==> config.mk <==
export PLATFORM = sky130hd
export DESIGN_NAME = led_pattern_arbiter_flat
export DESIGN_NICKNAME = d
export VERILOG_FILES = /design/src/rtl/led_pkg.sv /design/src/rtl/led_pattern_arbiter_if.sv /design/src/rtl/led_tick_1ms.sv /design/src/rtl/led_pattern_arbiter.sv /design/src/flat_wrapper.sv
export SDC_FILE = /design/constraint.sdc
export NUM_CORES = 1
export LEC_CHECK = 0
export CAP_MARGIN = 10
export CORE_MARGIN = 2
export CORE_UTILIZATION = 49
export CTS_CLUSTER_SIZE = 28
export DETAILED_ROUTE_END_ITERATION = 10
export MAX_ROUTING_LAYER = met4
export PLACE_DENSITY = 0.88
export SETUP_SLACK_MARGIN = 0.5
export SYNTH_ARGS = -nofsm -noshare
export SYNTH_HDL_FRONTEND = slang
export SYNTH_HIERARCHICAL = 1
export SYNTH_SLANG_ARGS = --single-unit
==> constraint.sdc <==
create_clock -name clk -period 2.4 [get_ports clk]
set_input_delay 0.24 -clock clk [delete_from_list [all_inputs] [get_ports clk]]
set_output_delay 0.24 -clock clk [all_outputs]
set_load 0.01 [all_outputs]
==> src/rtl/led_pkg.sv <==
// rtl/led_pkg.sv - shared types, colour constants and pattern presets for the LED arbiter
package led_pkg;

    localparam logic [2:0] COLOR_OFF   = 3'b000;
    localparam logic [2:0] COLOR_RED   = 3'b100;
    localparam logic [2:0] COLOR_GREEN = 3'b010;
    localparam logic [2:0] COLOR_BLUE  = 3'b001;
    localparam logic [2:0] COLOR_AMBER = 3'b110;

    localparam logic [1:0] ST_IDLE_ENC    = 2'd0;
    localparam logic [1:0] ST_SWITCH_ENC  = 2'd1;
    localparam logic [1:0] ST_GRANT_ENC   = 2'd2;
    localparam logic [1:0] ST_RELEASE_ENC = 2'd3;

    typedef enum logic [1:0] {
        ST_IDLE    = ST_IDLE_ENC,
        ST_SWITCH  = ST_SWITCH_ENC,
        ST_GRANT   = ST_GRANT_ENC,
        ST_RELEASE = ST_RELEASE_ENC
    } state_t;

    typedef struct packed {
        logic [3:0][11:0] dur;
        logic [3:0][2:0]  col;
    } led_pat_t;

    function automatic led_pat_t mk_pat(
        input logic [11:0] d0, input logic [11:0] d1,
        input logic [11:0] d2, input logic [11:0] d3,
        input logic [2:0]  c0, input logic [2:0]  c1,
        input logic [2:0]  c2, input logic [2:0]  c3
    );
        led_pat_t p;
        p.dur[0] = d0;
        p.dur[1] = d1;
        p.dur[2] = d2;
        p.dur[3] = d3;
        p.col[0] = c0;
        p.col[1] = c1;
        p.col[2] = c2;
        p.col[3] = c3;
        return p;
    endfunction

    // Index order matches the 3-bit pattern code driven by each status source.
    localparam led_pat_t PATTERN_TABLE [8] = '{
        mk_pat(12'd0,   12'd0,   12'd0,   12'd0,   COLOR_OFF,   COLOR_OFF,   COLOR_OFF,  COLOR_OFF),
        mk_pat(12'd0,   12'd0,   12'd0,   12'd0,   COLOR_RED,   COLOR_OFF,   COLOR_OFF,  COLOR_OFF),
        mk_pat(12'd0,   12'd0,   12'd0,   12'd0,   COLOR_GREEN, COLOR_OFF,   COLOR_OFF,  COLOR_OFF),
        mk_pat(12'd0,   12'd0,   12'd0,   12'd0,   COLOR_BLUE,  COLOR_OFF,   COLOR_OFF,  COLOR_OFF),
        mk_pat(12'd500, 12'd500, 12'd0,   12'd0,   COLOR_RED,   COLOR_OFF,   COLOR_OFF,  COLOR_OFF),
        mk_pat(12'd250, 12'd250, 12'd0,   12'd0,   COLOR_AMBER, COLOR_OFF,   COLOR_OFF,  COLOR_OFF),
        mk_pat(12'd100, 12'd100, 12'd100, 12'd700, COLOR_RED,   COLOR_OFF,   COLOR_RED,  COLOR_OFF),
        mk_pat(12'd333, 12'd333, 12'd333, 12'd0,   COLOR_RED,   COLOR_GREEN, COLOR_BLUE, COLOR_OFF)
    };

endpackage

==> src/rtl/led_pattern_arbiter_if.sv <==
// rtl/led_pattern_arbiter_if.sv - request/grant bundle between status sources and the LED arbiter
interface led_pattern_arbiter_if #(
    parameter int NUM_REQ = 4
);
    logic [NUM_REQ-1:0]   req;
    logic [3*NUM_REQ-1:0] req_pat;
    logic [NUM_REQ-1:0]   grant;
    logic                 busy;

    modport master (output req, output req_pat, input grant, input busy);
    modport slave  (input req, input req_pat, output grant, output busy);
endinterface

==> src/rtl/led_tick_1ms.sv <==
// rtl/led_tick_1ms.sv - free-running one-clock-wide millisecond strobe
module led_tick_1ms #(
    parameter int TERMINAL_CNT_1MS = 11999
) (
    input  logic clk,
    input  logic rst,
    output logic tick
);
    localparam int CNT_W = (TERMINAL_CNT_1MS > 0) ? $clog2(TERMINAL_CNT_1MS + 1) : 1;
    localparam logic [CNT_W-1:0] TERM = CNT_W'(TERMINAL_CNT_1MS);

    logic [CNT_W-1:0] cnt_q, cnt_d;
    logic             tick_q, tick_d;

    always_comb begin
        tick_d = (cnt_q == TERM);
        cnt_d  = tick_d ? '0 : cnt_q + CNT_W'(1);
    end

    always_ff @(posedge clk or posedge rst) begin
        if (rst) begin
            cnt_q  <= '0;
            tick_q <= 1'b0;
        end else begin
            cnt_q  <= cnt_d;
            tick_q <= tick_d;
        end
    end

    assign tick = tick_q;

endmodule

==> src/rtl/led_pattern_arbiter.sv <==
// rtl/led_pattern_arbiter.sv - fixed-priority owner selection for the shared RGB LED sequencer
module led_pattern_arbiter #(
    parameter int          NUM_REQ          = 4,
    parameter int          TERMINAL_CNT_1MS = 11999,
    parameter logic [11:0] MIN_HOLD_MS      = 12'd100
) (
    input  logic                 clk,
    input  logic                 rst,
    led_pattern_arbiter_if.slave bus,
    output logic [11:0]          duration0,
    output logic [11:0]          duration1,
    output logic [11:0]          duration2,
    output logic [11:0]          duration3,
    output logic [2:0]           color0,
    output logic [2:0]           color1,
    output logic [2:0]           color2,
    output logic [2:0]           color3
);
    import led_pkg::*;

    localparam int WIN_W = (NUM_REQ > 1) ? $clog2(NUM_REQ) : 1;

    state_t             state_q, state_d;
    logic [WIN_W-1:0]   win_q, win_d;
    logic [2:0]         pat_q, pat_d;
    logic [11:0]        hold_q, hold_d;
    logic [NUM_REQ-1:0] grant_q, grant_d;
    logic               busy_q, busy_d;
    logic [3:0][11:0]   dur_q, dur_d;
    logic [3:0][2:0]    col_q, col_d;

    logic               tick;
    logic               any_req;
    logic [WIN_W-1:0]   first_idx;
    logic [2:0]         first_pat;
    logic               owner_req;
    logic [2:0]         owner_pat;

    led_tick_1ms #(.TERMINAL_CNT_1MS(TERMINAL_CNT_1MS)) u_tick (
        .clk  (clk),
        .rst  (rst),
        .tick (tick)
    );

    // Scanning downward leaves the lowest set index, i.e. the highest priority.
    always_comb begin
        any_req   = |bus.req;
        first_idx = '0;
        first_pat = '0;
        owner_req = 1'b0;
        owner_pat = '0;
        for (int i = NUM_REQ - 1; i >= 0; i--) begin
            if (bus.req[i]) begin
                first_idx = WIN_W'(i);
                first_pat = bus.req_pat[3*i +: 3];
            end
        end
        for (int i = 0; i < NUM_REQ; i++) begin
            if (win_q == WIN_W'(i)) begin
                owner_req = bus.req[i];
                owner_pat = bus.req_pat[3*i +: 3];
            end
        end
    end

    always_comb begin
        state_d = state_q;
        win_d   = win_q;
        pat_d   = pat_q;
        hold_d  = hold_q;
        grant_d = grant_q;
        busy_d  = busy_q;
        dur_d   = dur_q;
        col_d   = col_q;
        case (state_q)
            ST_IDLE: begin
                if (any_req) begin
                    win_d   = first_idx;
                    pat_d   = first_pat;
                    state_d = ST_SWITCH;
                end
            end
            ST_SWITCH: begin
                dur_d   = PATTERN_TABLE[pat_q].dur;
                col_d   = PATTERN_TABLE[pat_q].col;
                grant_d = NUM_REQ'(1) << win_q;
                busy_d  = 1'b1;
                hold_d  = MIN_HOLD_MS;
                state_d = ST_GRANT;
            end
            ST_GRANT: begin
                // Request lines are ignored entirely until the hold time has run out.
                if (hold_q != 12'd0) begin
                    if (tick) begin
                        hold_d = hold_q - 12'd1;
                    end
                end else if (any_req && (first_idx < win_q || !owner_req)) begin
                    win_d   = first_idx;
                    pat_d   = first_pat;
                    state_d = ST_SWITCH;
                end else if (!owner_req) begin
                    state_d = ST_RELEASE;
                end else if (owner_pat != pat_q) begin
                    pat_d   = owner_pat;
                    state_d = ST_SWITCH;
                end
            end
            ST_RELEASE: begin
                dur_d   = '0;
                col_d   = '0;
                grant_d = '0;
                busy_d  = 1'b0;
                state_d = ST_IDLE;
            end
            default: begin
                state_d = ST_IDLE;
            end
        endcase
    end

    always_ff @(posedge clk or posedge rst) begin
        if (rst) begin
            state_q <= ST_IDLE;
            win_q   <= '0;
            pat_q   <= '0;
            hold_q  <= '0;
            grant_q <= '0;
            busy_q  <= 1'b0;
            dur_q   <= '0;
            col_q   <= '0;
        end else begin
            state_q <= state_d;
            win_q   <= win_d;
            pat_q   <= pat_d;
            hold_q  <= hold_d;
            grant_q <= grant_d;
            busy_q  <= busy_d;
            dur_q   <= dur_d;
            col_q   <= col_d;
        end
    end

    assign bus.grant = grant_q;
    assign bus.busy  = busy_q;
    assign duration0 = dur_q[0];
    assign duration1 = dur_q[1];
    assign duration2 = dur_q[2];
    assign duration3 = dur_q[3];
    assign color0    = col_q[0];
    assign color1    = col_q[1];
    assign color2    = col_q[2];
    assign color3    = col_q[3];

endmodule

==> src/flat_wrapper.sv <==
// flat-port wrapper written by rule: the top's interface ports become plain ports
module led_pattern_arbiter_flat import led_pkg::*;
#(
    parameter int          NUM_REQ          = 4,
    parameter int          TERMINAL_CNT_1MS = 11999,
    parameter logic [11:0] MIN_HOLD_MS      = 12'd100
)
  (clk, rst, duration0, duration1, duration2, duration3, color0, color1, color2, color3, bus_req, bus_req_pat, bus_grant, bus_busy);
  led_pattern_arbiter_if #(.NUM_REQ(NUM_REQ)) bus_i ();
  input  logic clk;
  input  logic rst;
  output logic [11:0] duration0;
  output logic [11:0] duration1;
  output logic [11:0] duration2;
  output logic [11:0] duration3;
  output logic [2:0] color0;
  output logic [2:0] color1;
  output logic [2:0] color2;
  output logic [2:0] color3;
  input wire logic [$bits(bus_i.req)-1:0] bus_req;
  input wire logic [$bits(bus_i.req_pat)-1:0] bus_req_pat;
  output wire logic [$bits(bus_i.grant)-1:0] bus_grant;
  output wire logic [$bits(bus_i.busy)-1:0] bus_busy;
  assign bus_i.req = bus_req;
  assign bus_i.req_pat = bus_req_pat;
  assign bus_grant = bus_i.grant;
  assign bus_busy = bus_i.busy;
  led_pattern_arbiter #(.NUM_REQ(NUM_REQ), .TERMINAL_CNT_1MS(TERMINAL_CNT_1MS), .MIN_HOLD_MS(MIN_HOLD_MS)) u_core (.clk(clk), .rst(rst), .bus(bus_i), .duration0(duration0), .duration1(duration1), .duration2(duration2), .duration3(duration3), .color0(color0), .color1(color1), .color2(color2), .color3(color3));
endmodule
After elaboration in Yosys (flattened, before gate mapping)
Memories as Yosys holds them, arrays and structs flattened.
Cells that the tools add are included.
{"block": "totals", "regBits": 99, "romBits": 480, "inputBits": 18, "n_memories": 1}
{"memory": "(name not given)", "words": 8, "word_bits": 60, "read_ports": 1, "rd_ports_with_merged_regs": 0, "write_ports": 0, "line": "led_pattern_arbiter.sv:84", "rtl": "dur_d = PATTERN_TABLE[pat_q].dur;"}
{"block": "classes", "add_sub_neg": 2, "magnitude_cmp": 2, "n_eq_ne": 16, "n_shift": 1, "n_mux": 42, "bitwise_logic": 1, "n_reduce_logical": 14}
{"operator": "2-to-1 mux 60 bit", "n": 2}
{"operator": "one-hot mux 48 bit (2 select lines)", "n": 1}
{"operator": "one-hot mux 12 bit (2 select lines)", "n": 2}
{"operator": "2-to-1 mux 3 bit", "n": 13}
{"operator": "2-to-1 mux 12 bit", "n": 2}
{"operator": "2-to-1 mux 2 bit", "n": 12}
{"operator": "adder 14 x 1 -> 14 bit (second input constant)", "n": 1}
{"operator": "== test 14 bit (second input constant)", "n": 1}
{"operator": "2-to-1 mux 14 bit", "n": 1}
{"operator": "nonzero test 12 bit", "n": 1}
{"operator": "subtractor 12 x 1 -> 12 bit (second input constant)", "n": 1}
{"operator": "== test 2 bit (second input constant)", "n": 4}
{"operator": "one-hot mux 2 bit (4 select lines)", "n": 1}
{"operator": "one-hot mux 4 bit (2 select lines)", "n": 1}
{"operator": "inequality test 2 x 1 -> 1 bit (second input constant)", "n": 3}
{"operator": "inequality test 3 x 1 -> 1 bit (second input constant)", "n": 2}
{"operator": "one-hot mux 3 bit (2 select lines)", "n": 1}
{"operator": "AND reduction 3 bit", "n": 2}
{"operator": "nonzero test 2 bit", "n": 3}
{"operator": "AND reduction 5 bit", "n": 1}
{"operator": "== test 2 x 1 -> 1 bit (second input constant)", "n": 2}
{"operator": ">= comparator 4 bit (second input constant)", "n": 1}
{"operator": "zero test 2 bit", "n": 2}
{"operator": "2-to-1 mux 1 bit", "n": 4}
{"operator": "other kinds (13)", "n": 14}

Longest topological paths before layout
Gate-level depths: netlist of run 1.
{"block": "depth", "ltp_word": 11, "ltp_mapped": 9}

Hierarchy
Netlist of run 1, hierarchy kept.
{"module": "led_pattern_arbiter", "n_inst": 1, "cells_per_inst": 254, "area_each_um2": 2461.1}
{"module": "led_tick_1ms", "n_inst": 1, "cells_per_inst": 72, "area_each_um2": 739.5}

Worst setup path after synthesis of run 1
Ideal clock, no wire load.
{"block": "synth_path", "path_type": "input-to-reg", "start": "in bus_req[2]", "end": "reg u_core.pat_q[0]", "setup_ns": 0.126, "arrival_ns": 2.107, "t_required_ns": 2.274, "slack_ns": 0.168, "stages": 9, "path_buffers": 1, "cell_sequence": "clkbuf_1 > nor2_1 > nor3_1 > ha_1 > or2_2 > o311a_1 > o21ai_0 > and4b_1 > a221o_1"}
{"block": "synth_between", "elab_chain_cells": 9}
{"element": "start, declared", "line": "flat_wrapper.sv:20", "rtl": "input wire logic [$bits(bus_i.req)-1:0] bus_req;"}
{"element": "2-to-1 mux 2 bit * (3 in series)", "line": "led_pattern_arbiter.sv:53", "rtl": "if (bus.req[i]) begin"}
{"element": "named net u_core.first_idx[1]", "line": "led_pattern_arbiter.sv:34", "rtl": "logic [WIN_W-1:0] first_idx;"}
{"element": "< comparator 2 bit *", "line": "led_pattern_arbiter.sv:97", "rtl": "end else if (any_req && (first_idx < win_q || !owner_req)) begin"}
{"element": "logical OR 1 bit *", "line": "led_pattern_arbiter.sv:97"}
{"element": "logical AND 1 bit *", "line": "led_pattern_arbiter.sv:97"}
{"element": "2-to-1 mux 3 bit", "line": "led_pattern_arbiter.sv:97"}
{"element": "2-to-1 mux 3 bit", "line": "led_pattern_arbiter.sv:93", "rtl": "if (hold_q != 12'd0) begin"}
{"element": "one-hot mux 3 bit (2 select lines)", "line": "led_pattern_arbiter.sv:75", "rtl": "case (state_q)"}
{"element": "end signal, assigned", "line": "led_pattern_arbiter.sv:134", "rtl": "pat_q <= pat_d;"}
{"element": "end, declared", "line": "led_pattern_arbiter.sv:25", "rtl": "logic [2:0] pat_q, pat_d;"}
The timed path passes the listed nets; every way through them passes the cells marked *. The select of a mux whose other input is x is not followed.
A chain may end at the register's enable or synchronous reset.

Worst setup path in the final report of run 1
{"block": "layout_path", "start": "reg u_core.win_q[0]", "end": "reg u_core.pat_q[0]"}
{"block": "layout_between", "elab_chain_cells": 11}
{"element": "start, declared", "line": "led_pattern_arbiter.sv:24", "rtl": "logic [WIN_W-1:0] win_q, win_d;"}
{"element": "start signal, assigned", "line": "led_pattern_arbiter.sv:133", "rtl": "win_q <= win_d;"}
{"element": "zero test 2 bit", "line": "led_pattern_arbiter.sv:59", "rtl": "if (win_q == WIN_W'(i)) begin"}
{"element": "2-to-1 mux 1 bit (4 in series)", "line": "led_pattern_arbiter.sv:59"}
{"element": "zero test 1 bit", "line": "led_pattern_arbiter.sv:97"}
{"element": "logical OR 1 bit", "line": "led_pattern_arbiter.sv:97"}
{"element": "logical AND 1 bit", "line": "led_pattern_arbiter.sv:97"}
{"element": "2-to-1 mux 3 bit", "line": "led_pattern_arbiter.sv:97"}
{"element": "2-to-1 mux 3 bit", "line": "led_pattern_arbiter.sv:93"}
{"element": "one-hot mux 3 bit (2 select lines)", "line": "led_pattern_arbiter.sv:75"}
Several ways; a longest one is shown, not always the timed one. The select of a mux whose other input is x is not followed.

==> run summary, run 1 <==
status - finished clean
Clock Power Share - 15.6%
FF-to-FF End - u_core/pat_q[0]
DP HPWL - 4770 µm
Reg clk slew, reported paths - 100 ps
vias per inst - 5.62
Max Slew Vio Count - 0
CP Launch Point - u_core/win_q[0]
most frequent cells in the layout - 54 x clkdlybuf4s50_1, 48 x dfrtp_1, 27 x nor2_1, 24 x conb_1
DR WL/cell - 15.2 µm
CP Cell Sequence - mux4_2 > xnor2_1 > nand3_1 > and4b_1 > a221o_1
clk sink count - 52
largest net degree at the start of global routing - 38
Core Rows - 29
commonest non-fill, non-tap cell in the layout - clkdlybuf4s50_1
Gate Count Post-Synth - 326
Post-Place Setup Slack - -199 ps
CP endpoint kind - flop
Crit Path Category - reg2reg
die height - 84.8 µm
CP max-delay cell - mux4_2
Critical Path Max Stage Delay - 560 ps
Initial Util - 50.4%
unrepaired setup endpoints after global routing - true
Seq/Total Area, Yosys - 40.7%
final antenna-violating net count - 0
Yosys cell types - 60
Port Buffers - 58
P_int - 1.98 mW
delay-heaviest family, CP - multiplexers
DRT Wirelength - 6900 µm
CTS root buffer - clkbuf_8
fin crit share - 91.3%
initial antenna violation count - 0
Worst Hold Class - in2async
worst setup margin - 209 ps
Yosys warning count - 6
leakage power - 1.65 nW
htree depth - 2
Iter 0 DRT Violations - 152
RePlAce Congestion - 0.933
crit path capture - u_core/pat_q[0]
ys flop type - dfrtp_1
fmax - 0.456 GHz
Post-Syn Area - 0.00320 mm²
gr ovfl total - 0
Buf/Inv on CP - 0
TritonCTS clock tree - yes
CP arrival - 2380 ps
Hold Violations, Final - 0
maximum vdd ir drop - 0.000630 V
Post-CTS Hold Fix Bufs - 0
GRT Util Overall - 19.4%
vias in the first global route - 2433
Power Density - 802 mW/mm²
max-cap viol count - 0
DRT Pass-1 Iters - 5
Crit path depth - 5
r2r worst-path depth - 5
Final Setup Violations - 0
Ports - 83
Crit Reg-Reg Startpoint - u_core/win_q[0]
DR DRC count - 0
CP Launch Type - flop
actual slew at the worst max-slew pin - 612 ps
antenna fix cells - 0
Logic pwr share - 45.5%
Crit Path Max Fanout - 3
utilization after layout - 62.5%
sequential power share - 38.9%
skew final - 6.46 ps
P&R area growth vs syn - 24.0%
Psw - 1.20 mW
Yosys reg bits - 52
FF-to-FF setup slack - 210 ps
worst rel slew slack - 59.1%
vias - 2552
chip width - 84.8 µm
Final TNS setup - 0 ps
Core Area - 0.00635 mm²
cts bufs inserted - 5
Sw Ratio - 37.8%
share of cells above drive strength 1 - 18.3%
Mean Syn Cell Area - 9.82 µm²
Final min period - 2190 ps
Post-synth EDFFs - 0
fraction of registers with async set/reset - 100%
Skew-Pair Late Insertion Delay - 310 ps
Required @ worst endpoint - 2590 ps
Final #Nets - 402
clock tree buffer depth - 2
first-pass GRT wire length - 11000 µm
Die ar. - 0.00719 mm²
final hold slack - 314 ps
## cell families after synthesis
group                      synth area share (%)
AOI/OAI and AO/OA                          11.5
xor gates and xnor gates                   6.02
adders and majority gates                  3.13
buffers and inverters                      14.4
DFF                                        40.7
muxes                                      4.10
other                                     0.117
and+or+nand+nor                            20.1
## area by class of cell
| type | instances | area (µm²) |
|---|---|---|
| timing repair buffer | 78 | 729 |
| inverter | 13 | 48.8 |
| clock buffer | 5 | 68.8 |
| fill | 488 | 2380 |
| clock inverter | 3 | 18.8 |
| tap | 77 | 96.3 |
| multi-input combinational | 226 | 1700 |
| sequential | 52 | 1310 |
## per-layer routing
layer	global-route usage, %	share of wire [%]	wire length, µm	vias to the layer above
met5	-	0	0	-
met4	6.78	1.9	128	0
met3	4.77	6.2	429	18
met2	33.0	50	3480	115
met1	22.4	42	2870	1226
li1	-	-	-	1193
## cell usage after synthesis (4+ instances only)
cell type	number	area, µm²
a22o_1	8	70.1
and2_1	5	31.3
buf_4	48	360
clkbuf_1	7	26.3
dfrtp_1	52	1300
ha_1	8	100
inv_1	13	48.8
mux4_2	4	90.1
nand2_1	20	75.1
nand2b_1	4	25.0
nand3_1	14	70.1
nand4_1	8	50.1
nor2_1	31	116
nor2b_1	6	37.5
nor3_1	5	25.0
nor4_1	6	37.5
xnor2_1	9	78.8
xor2_1	13	114
## worst register-to-register path, stage by stage, from the launching register on
cell,delay [ps]
dfrtp_1,460
mux4_2,560
xnor2_1,270
nand3_1,180
and4b_1,260
a221o_1,340
## state kept, by name (all words and copies together) (netlist names)
register / flops
u_core/u_tick/cnt_q: 14
u_core/hold_q: 12
u_core/duration0: 8
u_core/bus.grant: 4
u_core/color0: 3
u_core/pat_q: 3
u_core/duration2: 2
u_core/state_q: 2
u_core/win_q: 2
u_core/bus.busy: 1
u_core/u_tick/tick: 1
## power groups by stage
stage | clock (mW) | combinational [mW] | sequential (mW)
2_1_floorplan | 0 | 0.936 | 1.19
3_3_place_gp | 0 | 1.27 | 1.24
3_5_place_dp | 0 | 1.32 | 1.25
4_1_cts | 0.510 | 1.38 | 1.23
5_1_grt | 0.537 | 1.55 | 1.27
6_report | 0.495 | 1.45 | 1.24
## stage by stage
step | instances | instance area (µm²) | total power [mW]
after detailed placement | 435 | 3650 | 2.57
final | 454 | 3970 | 3.18
after global placement | 435 | 3650 | 2.51
after floorplan | 349 | 3340 | 2.13
after CTS | 448 | 3810 | 3.12
after global routing | 454 | 3970 | 3.36
## timing repair
action                     in CTS  in global routing
setup endpoints to repair      27                 27
gates cloned                    0                  1
buffers inserted                5                  5
resized for setup              12                 24
pin swaps                       5                 20
## worst min-delay path by stage
stage / from / to / slack, ps / depth (start not counted)
4_1_cts: rst / u_core/u_tick/cnt_q[2] / 320 / 2
5_1_grt: rst / u_core/u_tick/cnt_q[5] / 380 / 2
2_1_floorplan: rst / u_core/u_tick/cnt_q[0] / 140 / 1
3_5_place_dp: u_core/bus.busy / u_core/bus.busy / 470 / 1
3_3_place_gp: u_core/bus.busy / u_core/bus.busy / 470 / 1
6_report: rst / u_core/u_tick/cnt_q[4] / 310 / 2
No activity file was read; power rests on OpenSTA's default activity.
==> inputs of run 2 (changes only) <==
Settings changed: CORE_UTILIZATION 49 to 45, PLACE_DENSITY 0.88 to 0.86.
Clock period 2.4 ns to 1.9 ns, I/O delays scaled along.
==> run 2 against run 1 <==
  * The flow now finishes with violations (negative setup slack)
  * Routed wire length up 8.7%
  * Via count up 6.0%
  * Largest cell class unchanged
  * Clock skew up 4.7 ps
==> run summary, run 2 (same netlist as run 1, synthesis figures left out) <==
cts bufs inserted - 5
Worst Hold Class - in2async
Ports - 83
maximum vdd ir drop - 0.000524 V
status - complete, but fails checks
met3 usage - 4.20%
placed instance count - 484
leakage power - 1.97 nW
Core Rows - 30
antenna fix cells - 0
CP Launch Point - u_core/hold_q[8]
vias in the first global route - 2660
Initial Util - 46.8%
DRT Pass-1 Iters - 5
GR Util met1 - 23.8%
worst rel slew slack - 61.4%
clk sink count - 52
final hold slack - 254 ps
DRT Wirelength - 7500 µm
Port Buffers - 58
actual slew at the worst max-slew pin - 578 ps
P&R area growth vs syn - 36.9%
unrepaired setup endpoints after global routing - true
met2 Track Usage GR - 34.1%
Iter 0 DRT Violations - 132
fmax - 0.467 GHz
Sw Ratio - 37.2%
DR WL/cell - 14.7 µm
first-pass GRT wire length - 12200 µm
Clock Power Share - 16.0%
clock tree buffer depth - 2
RePlAce Congestion - 0.890
FF-to-FF End - u_core/pat_q[2]
Reg clk slew, reported paths - 90 ps
Skew-Pair Late Insertion Delay - 310 ps
Max Slew Vio Count - 0
largest net degree at the start of global routing - 38
FF-to-FF setup slack - -240 ps
Final #Nets - 440
vias - 2706
DP HPWL - 5150 µm
Core Area - 0.00683 mm²
skew final - 11.1 ps
fillers - 546
worst setup margin - -243 ps
gr ovfl total - 0
TritonCTS clock tree - yes
htree depth - 2
failing checks - negative setup slack
Hold Violations, Final - 0
Crit Path Max Fanout - 3
P_int - 2.56 mW
Logic pwr share - 46.8%
Post-CTS Hold Fix Bufs - 0
sequential power share - 37.3%
most frequent cells in the layout - 50 x dfrtp_1, 49 x buf_4, 32 x clkdlybuf4s50_1, 26 x dlygate4sd2_1, 24 x conb_1
grt peak-use layer - met2
max-cap viol count - 0
chip width - 88.3 µm
die height - 88.3 µm
Crit Path Category - reg2reg
final antenna-violating net count - 0
final non-filler cell total - 511
CP endpoint kind - flop
Crit Reg-Reg Startpoint - u_core/hold_q[8]
Required @ worst endpoint - 2090 ps
share of cells above drive strength 1 - 30.8%
CP Launch Type - flop
DR DRC count - 0
Largest Register - u_core/u_tick/cnt_q
Power Density - 932 mW/mm²
commonest non-fill, non-tap cell in the layout - dfrtp_1
Psw - 1.52 mW
CP arrival - 2340 ps
vias per inst - 5.30
r2r worst-path depth - 6
max FFs per register - 14
GRT Util Overall - 20.2%
Final min period - 2140 ps
Final Setup Violations - 19
fin crit share - 113%
initial antenna violation count - 0
CTS root buffer - clkbuf_8
Die ar. - 0.00780 mm²
run 2: changes by cell type in the layout (fill, tap and decap cells not counted), sizes merged:
cell | before | now
dlygate4sd2 | 4 | 26
clkdlybuf4s50 | 54 | 32
clkinv | 3 | 0
clkinvlp | 0 | 1
clkbuf | 5 | 7
buf | 20 | 58
run 2: power groups by stage:
stage	Sequential [mW]	Clock (mW)	Combinational, mW
6_report	1.52	0.651	1.91
4_1_cts	1.52	0.670	1.90
5_1_grt	1.55	0.708	2.08
3_5_place_dp	1.54	0	1.94
2_1_floorplan	1.50	0	1.22
3_3_place_gp	1.53	0	1.88
run 2: cell type report:
type	instances	area, µm²	share of cell area [%]
multi-input cells	226	1800	41.1
flip-flops and latches	52	1300	29.7
repair buffers	116	1020	23.2
well taps	96	120	2.74
clock buffers	7	86.3	1.97
inverters	13	48.8	1.11
clock inverters	1	7.51	0.171
run 2: what timing repair did:
| item | CTS | global route |
|---|---|---|
| buffers inserted | 13 | 5 |
| pin swaps | 15 | 9 |
| endpoints found under the hold margin | 0 | 0 |
| gates resized for setup | 58 | 20 |
| cloned | 1 | 0 |
| setup endpoints to repair | 76 | 53 |
run 2: critical path, stage by stage, from the launching register on:
cell and delay (ps):
dfrtp_1 390, or4_4 570, nor4_4 360, buf_4 190
o21a_1 120, a32oi_2 80, a221o_1 320
run 2: metrics by stage:
step | setup WS (ps) | util (%) | area [µm²] | setup TNS, ps | total power, mW
finish | -243 | 64.2 | 4380 | -2880 | 4.08
global route | -281 | 64.2 | 4380 | -3920 | 4.34
CTS | -198 | 62.5 | 4270 | -1490 | 4.09
detailed placement | -530 | 58.2 | 3970 | -4570 | 3.48
global placement | -499 | 58.2 | 3970 | -3940 | 3.41
floorplan | -54.8 | - | 3410 | -240 | 2.72
run 2: metal layers:
metal / up-vias / routed length, µm
met5: - / 0
met4: 0 / 141
met3: 13 / 452
met2: 114 / 3950
met1: 1314 / 2960
li1: 1265 / -
run 2: worst max-delay path by stage:
| stage | endpoint | slack [ps] |
|---|---|---|
| CTS | u_core/pat_q[2] | -200 |
| finish | u_core/pat_q[2] | -240 |
| global route | u_core/pat_q[2] | -280 |
| floorplan | u_core/pat_q[0] | -50 |
| global placement | u_core/pat_q[2] | -500 |
| detailed placement | u_core/pat_q[2] | -530 |
